--- src/rtl/inst_prefetch.sv ---
// inst_prefetch: fetch PC owner, ROM driver and PC-tagged instruction FIFO with branch flush; FETCH_STALL_CNT_EN adds an empty-FIFO cycle counter
module inst_prefetch #(
    parameter int unsigned DEPTH    = 4,
    parameter logic [31:0] RESET_PC = 32'h0000_0000
) (
    input  logic        clk,
    input  logic        rst,
    output logic        rom_ce_o,
    output logic [31:0] rom_addr_o,
    input  logic [31:0] rom_data_i,
    output logic        if_valid_o,
    output logic [31:0] if_pc_o,
    output logic [31:0] if_inst_o,
    input  logic        id_ready_i,
    input  logic        branch_flag_i,
    input  logic [31:0] branch_target_i,
    output logic [31:0] fetch_stall_cnt_o
);
    localparam int unsigned AW = $clog2(DEPTH);
    localparam logic [AW:0] FULL = (AW+1)'(DEPTH);
    logic [31:0]   fetch_pc_q, fetch_pc_d;
    logic [31:0]   pc_mem_q [DEPTH];
    logic [31:0]   inst_mem_q [DEPTH];
    logic [AW-1:0] rd_ptr_q, rd_ptr_d, wr_ptr_q, wr_ptr_d;
    logic [AW:0]   count_q, count_d;
    logic          pop, push;
    // Handshake, fetch enable and next-state; a flush clears the FIFO and retargets the PC
    always_comb begin
        if_valid_o = !rst && count_q != '0;
        pop        = if_valid_o && id_ready_i;
        push       = !rst && !branch_flag_i && (count_q != FULL || pop);
        rom_ce_o   = push;
        rom_addr_o = fetch_pc_q;
        if_pc_o    = pc_mem_q[rd_ptr_q];
        if_inst_o  = inst_mem_q[rd_ptr_q];
        fetch_pc_d = branch_flag_i ? (branch_target_i & ~32'h3) : push ? fetch_pc_q + 32'd4 : fetch_pc_q;
        rd_ptr_d   = branch_flag_i ? '0 : rd_ptr_q + AW'(pop);
        wr_ptr_d   = branch_flag_i ? '0 : wr_ptr_q + AW'(push);
        count_d    = branch_flag_i ? '0 : count_q + (AW+1)'(push) - (AW+1)'(pop);
    end
    // Control state; reset overrides any flush, push or pop
    always_ff @(posedge clk) begin
        if (rst) begin
            fetch_pc_q <= RESET_PC;
            rd_ptr_q   <= '0;
            wr_ptr_q   <= '0;
            count_q    <= '0;
        end else begin
            fetch_pc_q <= fetch_pc_d;
            rd_ptr_q   <= rd_ptr_d;
            wr_ptr_q   <= wr_ptr_d;
            count_q    <= count_d;
        end
    end
    // Entry storage; each fetched word is tagged with the PC it was read from
    always_ff @(posedge clk) begin
        if (push) begin
            pc_mem_q[wr_ptr_q]   <= fetch_pc_q;
            inst_mem_q[wr_ptr_q] <= rom_data_i;
        end
    end
`ifdef FETCH_STALL_CNT_EN
    logic [31:0] stall_cnt_q;
    // Count every post-reset cycle with an empty head, flush bubbles included
    always_ff @(posedge clk) begin
        if (rst) stall_cnt_q <= '0;
        else     stall_cnt_q <= stall_cnt_q + 32'(!if_valid_o);
    end
    assign fetch_stall_cnt_o = rst ? 32'h0 : stall_cnt_q;
`else
    assign fetch_stall_cnt_o = 32'h0;
`endif
endmodule
--- config.mk ---
export PLATFORM = sky130hd
export DESIGN_NAME = inst_prefetch
export DESIGN_NICKNAME = d
export VERILOG_FILES = /design/src/rtl/inst_prefetch.sv
export SDC_FILE = /design/constraint.sdc
export NUM_CORES = 1
export LEC_CHECK = 0
export ABC_AREA = 1
export CORE_MARGIN = 5
export CORE_UTILIZATION = 37
export CTS_BUF_LIST = sky130_fd_sc_hd__clkbuf_4 sky130_fd_sc_hd__clkbuf_8 sky130_fd_sc_hd__clkbuf_16
export CTS_CLUSTER_DIAMETER = 120
export DETAILED_ROUTE_END_ITERATION = 12
export PLACE_DENSITY_LB_ADDON = 0.1
export SETUP_SLACK_MARGIN = 0.4
export SLEW_MARGIN = 20
export SYNTH_ARGS = -nofsm -noshare
export SYNTH_HDL_FRONTEND = slang
export SYNTH_SLANG_ARGS = --single-unit
export TNS_END_PERCENT = 5
--- constraint.sdc ---
create_clock -name clk -period 18.2 [get_ports clk]
set_input_delay 2.73 -clock clk [delete_from_list [all_inputs] [get_ports clk]]
set_output_delay 2.73 -clock clk [all_outputs]
set_load 0.05 [all_outputs]
==> flow_summary_export.csv <==
group,metric,value,unit
route,dr_total_vias,8100,
synth,synth_area_leaders,"edfxtp_1 (62%), o21ai_0 (6.9%), dfxtp_1 (6.2%)",
sta,fin_crit,8.19,ns
sta,max_slew_margin,0.326,
clock_network,ctsRootBufferMaster,"clkbuf_16",
clock_network,htree_levels,1,
synth,synth_area_per_cell,11.4,um2
worst_setup_path,timing.rr.start,"count_q[0]",
global_route,grt_max_degree,96,
sta,finClkSkew,0.0105,ns
floorplanning,row_count,65,
worst_hold_path,hp-start,"count_q[2]",
floorplanning,fp.dieH,190,um
final_layout,fin_cells,1622,
floorplanning,coreArea,31700,um2
global_route,grt_pass1_vias,7825,
worst_setup_path,path_max_fanout,25,
clock_network,cts_hold_buf,0,
floorplanning,initial_core_util,0.377,
pwr,vdd_drop_max,0.0756,mV
run_status,status,"finished, final reports clean",
worst_hold_path,hold_path_end,"count_q[2]",
sta,setup_viol,0,
global_route,grt_pass1_wl,45.6,mm
route,drcViolationCount,0,
global_route,use_met3,0.0277,
sta,fin_tns_setup,0,ns
worst_setup_path,critPathKind,"primary input to output pin",
worst_setup_path,start_kind,"primary input",
route,avgRoutedWirePerCell,18.1,um
route,ant_nets,0,
pwr,power,1520,uW
clock_network,clk_path_buf_depth,3,
synth,ys_seq_elements,285,
worst_hold_path,holdCritPathClass,"register to register",
global_route,grt_antenna_before_repair,0,
clock_network,clock_latency,0.54,ns
placed_design,place.gp.congestion,0.791,
pwr,p_per_area,103,nW/um2
worst_setup_path,worstReg2RegEnd,"count_q[2]",
global_route,globalRoute.totalOverflow,0,
clock_network,cts_tree,"yes",
sta,max_freq,122,MHz
floorplanning,die_w,190,um
clock_network,numCtsBuffers,31,
global_route,grt_util_met1,0.232,
worst_setup_path,cp.required,15.47,ns
placed_design,hpwlAfterDp,16.4,mm
synth,synth_top_cell_area_share,0.623,
global_route,busiest_layer,"met2",
worst_setup_path,worstPathArrival,5.46,ns
placed_design,placed_cells,1565,
sta,worstMarginPinSlew,1.01,ns
final_layout,synthToLayoutAreaGrowth,23.5,%
final_layout,antennaDiodeCount,0,
final_layout,layout-drive-gt1-share,0.0779,
clock_network,cts_sinks,285,
synth,yosysUniqueCellTypes,36,
floorplanning,fp.dieArea,36000,um2
worst_setup_path,rrSetupSlack,15.42,ns
sta,rsz0062_at_grt,"no",
clock_network,clk_pin_slew,0.06,ns
placed_design,io_buffers,159,
final_layout,fill_cells,2938,
worst_setup_path,cp-end-kind,"output pin",
clock_network,post_cts_buffers,0,
sta,hold_viol_final,0,
synth,syn_inst,1051,
route,via_per_inst,4.99,
route,dr.pass1.iters,5,
final_layout,nets,1269,
global_route,met2_usage,0.257,
clock_network,cts_resized,0,
worst_hold_path,hold_path_depth,3,
synth,yosysSeqAreaShare,0.685,
floorplanning,boundaryPins,198,
sta,period_share,0.450,
global_route,grt_usage,0.160,
sta,maxSlewViolCount,0,
synth,syn-cell-area,11900,um2
route,wl,29.4,mm
route,drt_iter0_markers,367,
pwr,p_leak,0.00511,uW
synth,synth-warning-count,0,
worst_setup_path,reg2reg_depth,9,
job,max_cap_violations,0,
synth,synth_top_area_cell,"edfxtp_1",
## metrics by stage
step	utilization	hold WS, ns	cell area, um2	setup WS [ns]
3_5_place_dp	0.433	0.542	13700	9.97
2_1_floorplan	-	0.516	12100	10.16
6_report	0.465	0.561	14800	10.01
3_3_place_gp	0.433	0.550	13700	9.98
5_1_grt	0.465	0.602	14800	9.80
4_1_cts	0.465	0.570	14800	9.96
## flip-flops by register name, indices dropped and copies added, names as in the netlist
register,flops
inst_mem_q,128
pc_mem_q,120
rom_addr_o,30
count_q,3
rd_ptr_q,2
wr_ptr_q,2
## how the worst max path moves through the flow
stage	start	end	cells past startpoint
floorplan	rst	inst_mem_q[0][0]	5
global placement	branch_flag_i	rom_ce_o	5
detailed placement	branch_flag_i	rom_ce_o	5
CTS	branch_flag_i	rom_ce_o	5
global route	branch_flag_i	rom_ce_o	5
finish	branch_flag_i	rom_ce_o	5
## cell families after synthesis
logic type                 share of synthesized area
AOI/OAI and AO/OA                              0.113
xor gates and xnor gates                     0.00587
adders and majority gates                    0.00587
buffers and inverters                         0.0588
DFF                                            0.685
other                                       0.000314
and+or+nand+nor                                0.130
## report_power, final
part / leakage (uW) / switching, uW / internal [uW]
Sequential: 0.00257 / 19.0 / 729
Combinational: 0.00203 / 107 / 48.6
Clock: 0.000501 / 246 / 369
Total: 0.00511 / 373 / 1150
## critical path, stage by stage
cell,delay (ns)
clkdlybuf4s50_1,0.79
nor2_2,0.12
nand2_2,0.46
clkinv_1,0.51
clkdlybuf4s50_1,0.84
## metal layers
layer,routed length [um],part of all wire,vias up
met3,1470,0.050,31
met5,0,0,-
met2,13500,0.46,206
met1,14000,0.48,3926
met4,391,0.013,0
li1,-,-,3937
## area by class of cell
| type | count | area, um2 | share of cell area |
|---|---|---|---|
| Timing Repair Buffer | 167 | 1650 | 0.112 |
| Inverter | 48 | 183 | 0.0124 |
| Multi-Input combinational cell | 663 | 3210 | 0.217 |
| Clock buffer | 33 | 791 | 0.0536 |
| Tap cell | 402 | 503 | 0.0341 |
| Clock inverter | 24 | 221 | 0.0150 |
| Sequential cell | 285 | 8190 | 0.555 |
## placed cells by master (no fill, tap or decap), types with 29 or more instances in the layout
cell type / n
o22ai_1: 64
o21ai_0: 165
nor2_1: 196
nand2_1: 97
clkbuf_16: 31
dfxtp_1: 35
inv_1: 43
clkdlybuf4s50_1: 159
edfxtp_1: 248
nand3_1: 29
conb_1: 36
## Yosys cell counts
| master | n |
|---|---|
| a21oi_1 | 22 |
| a31oi_1 | 1 |
| and2_1 | 3 |
| and3_1 | 1 |
| buf_2 | 16 |
| buf_4 | 39 |
| buf_6 | 1 |
| clkbuf_1 | 33 |
| clkbuf_8 | 1 |
| clkinv_1 | 2 |
| conb_1 | 1 |
| dfxtp_1 | 37 |
| edfxtp_1 | 248 |
| fa_1 | 1 |
| ha_1 | 4 |
| inv_1 | 43 |
| inv_2 | 3 |
| nand2_1 | 97 |
| nand2_2 | 6 |
| nand2_4 | 3 |
| nand3_1 | 29 |
| nand3b_1 | 1 |
| nand4_1 | 1 |
| nor2_1 | 196 |
| nor2_2 | 4 |
| nor2_4 | 9 |
| nor2_8 | 1 |
| nor3_1 | 6 |
| nor3_2 | 2 |
| o211ai_1 | 1 |
| o21ai_0 | 165 |
| o21ai_1 | 1 |
| o22ai_1 | 64 |
| or2_2 | 1 |
| xnor2_1 | 5 |
| xor2_1 | 3 |
No activity file was read; power rests on OpenSTA's default activity.
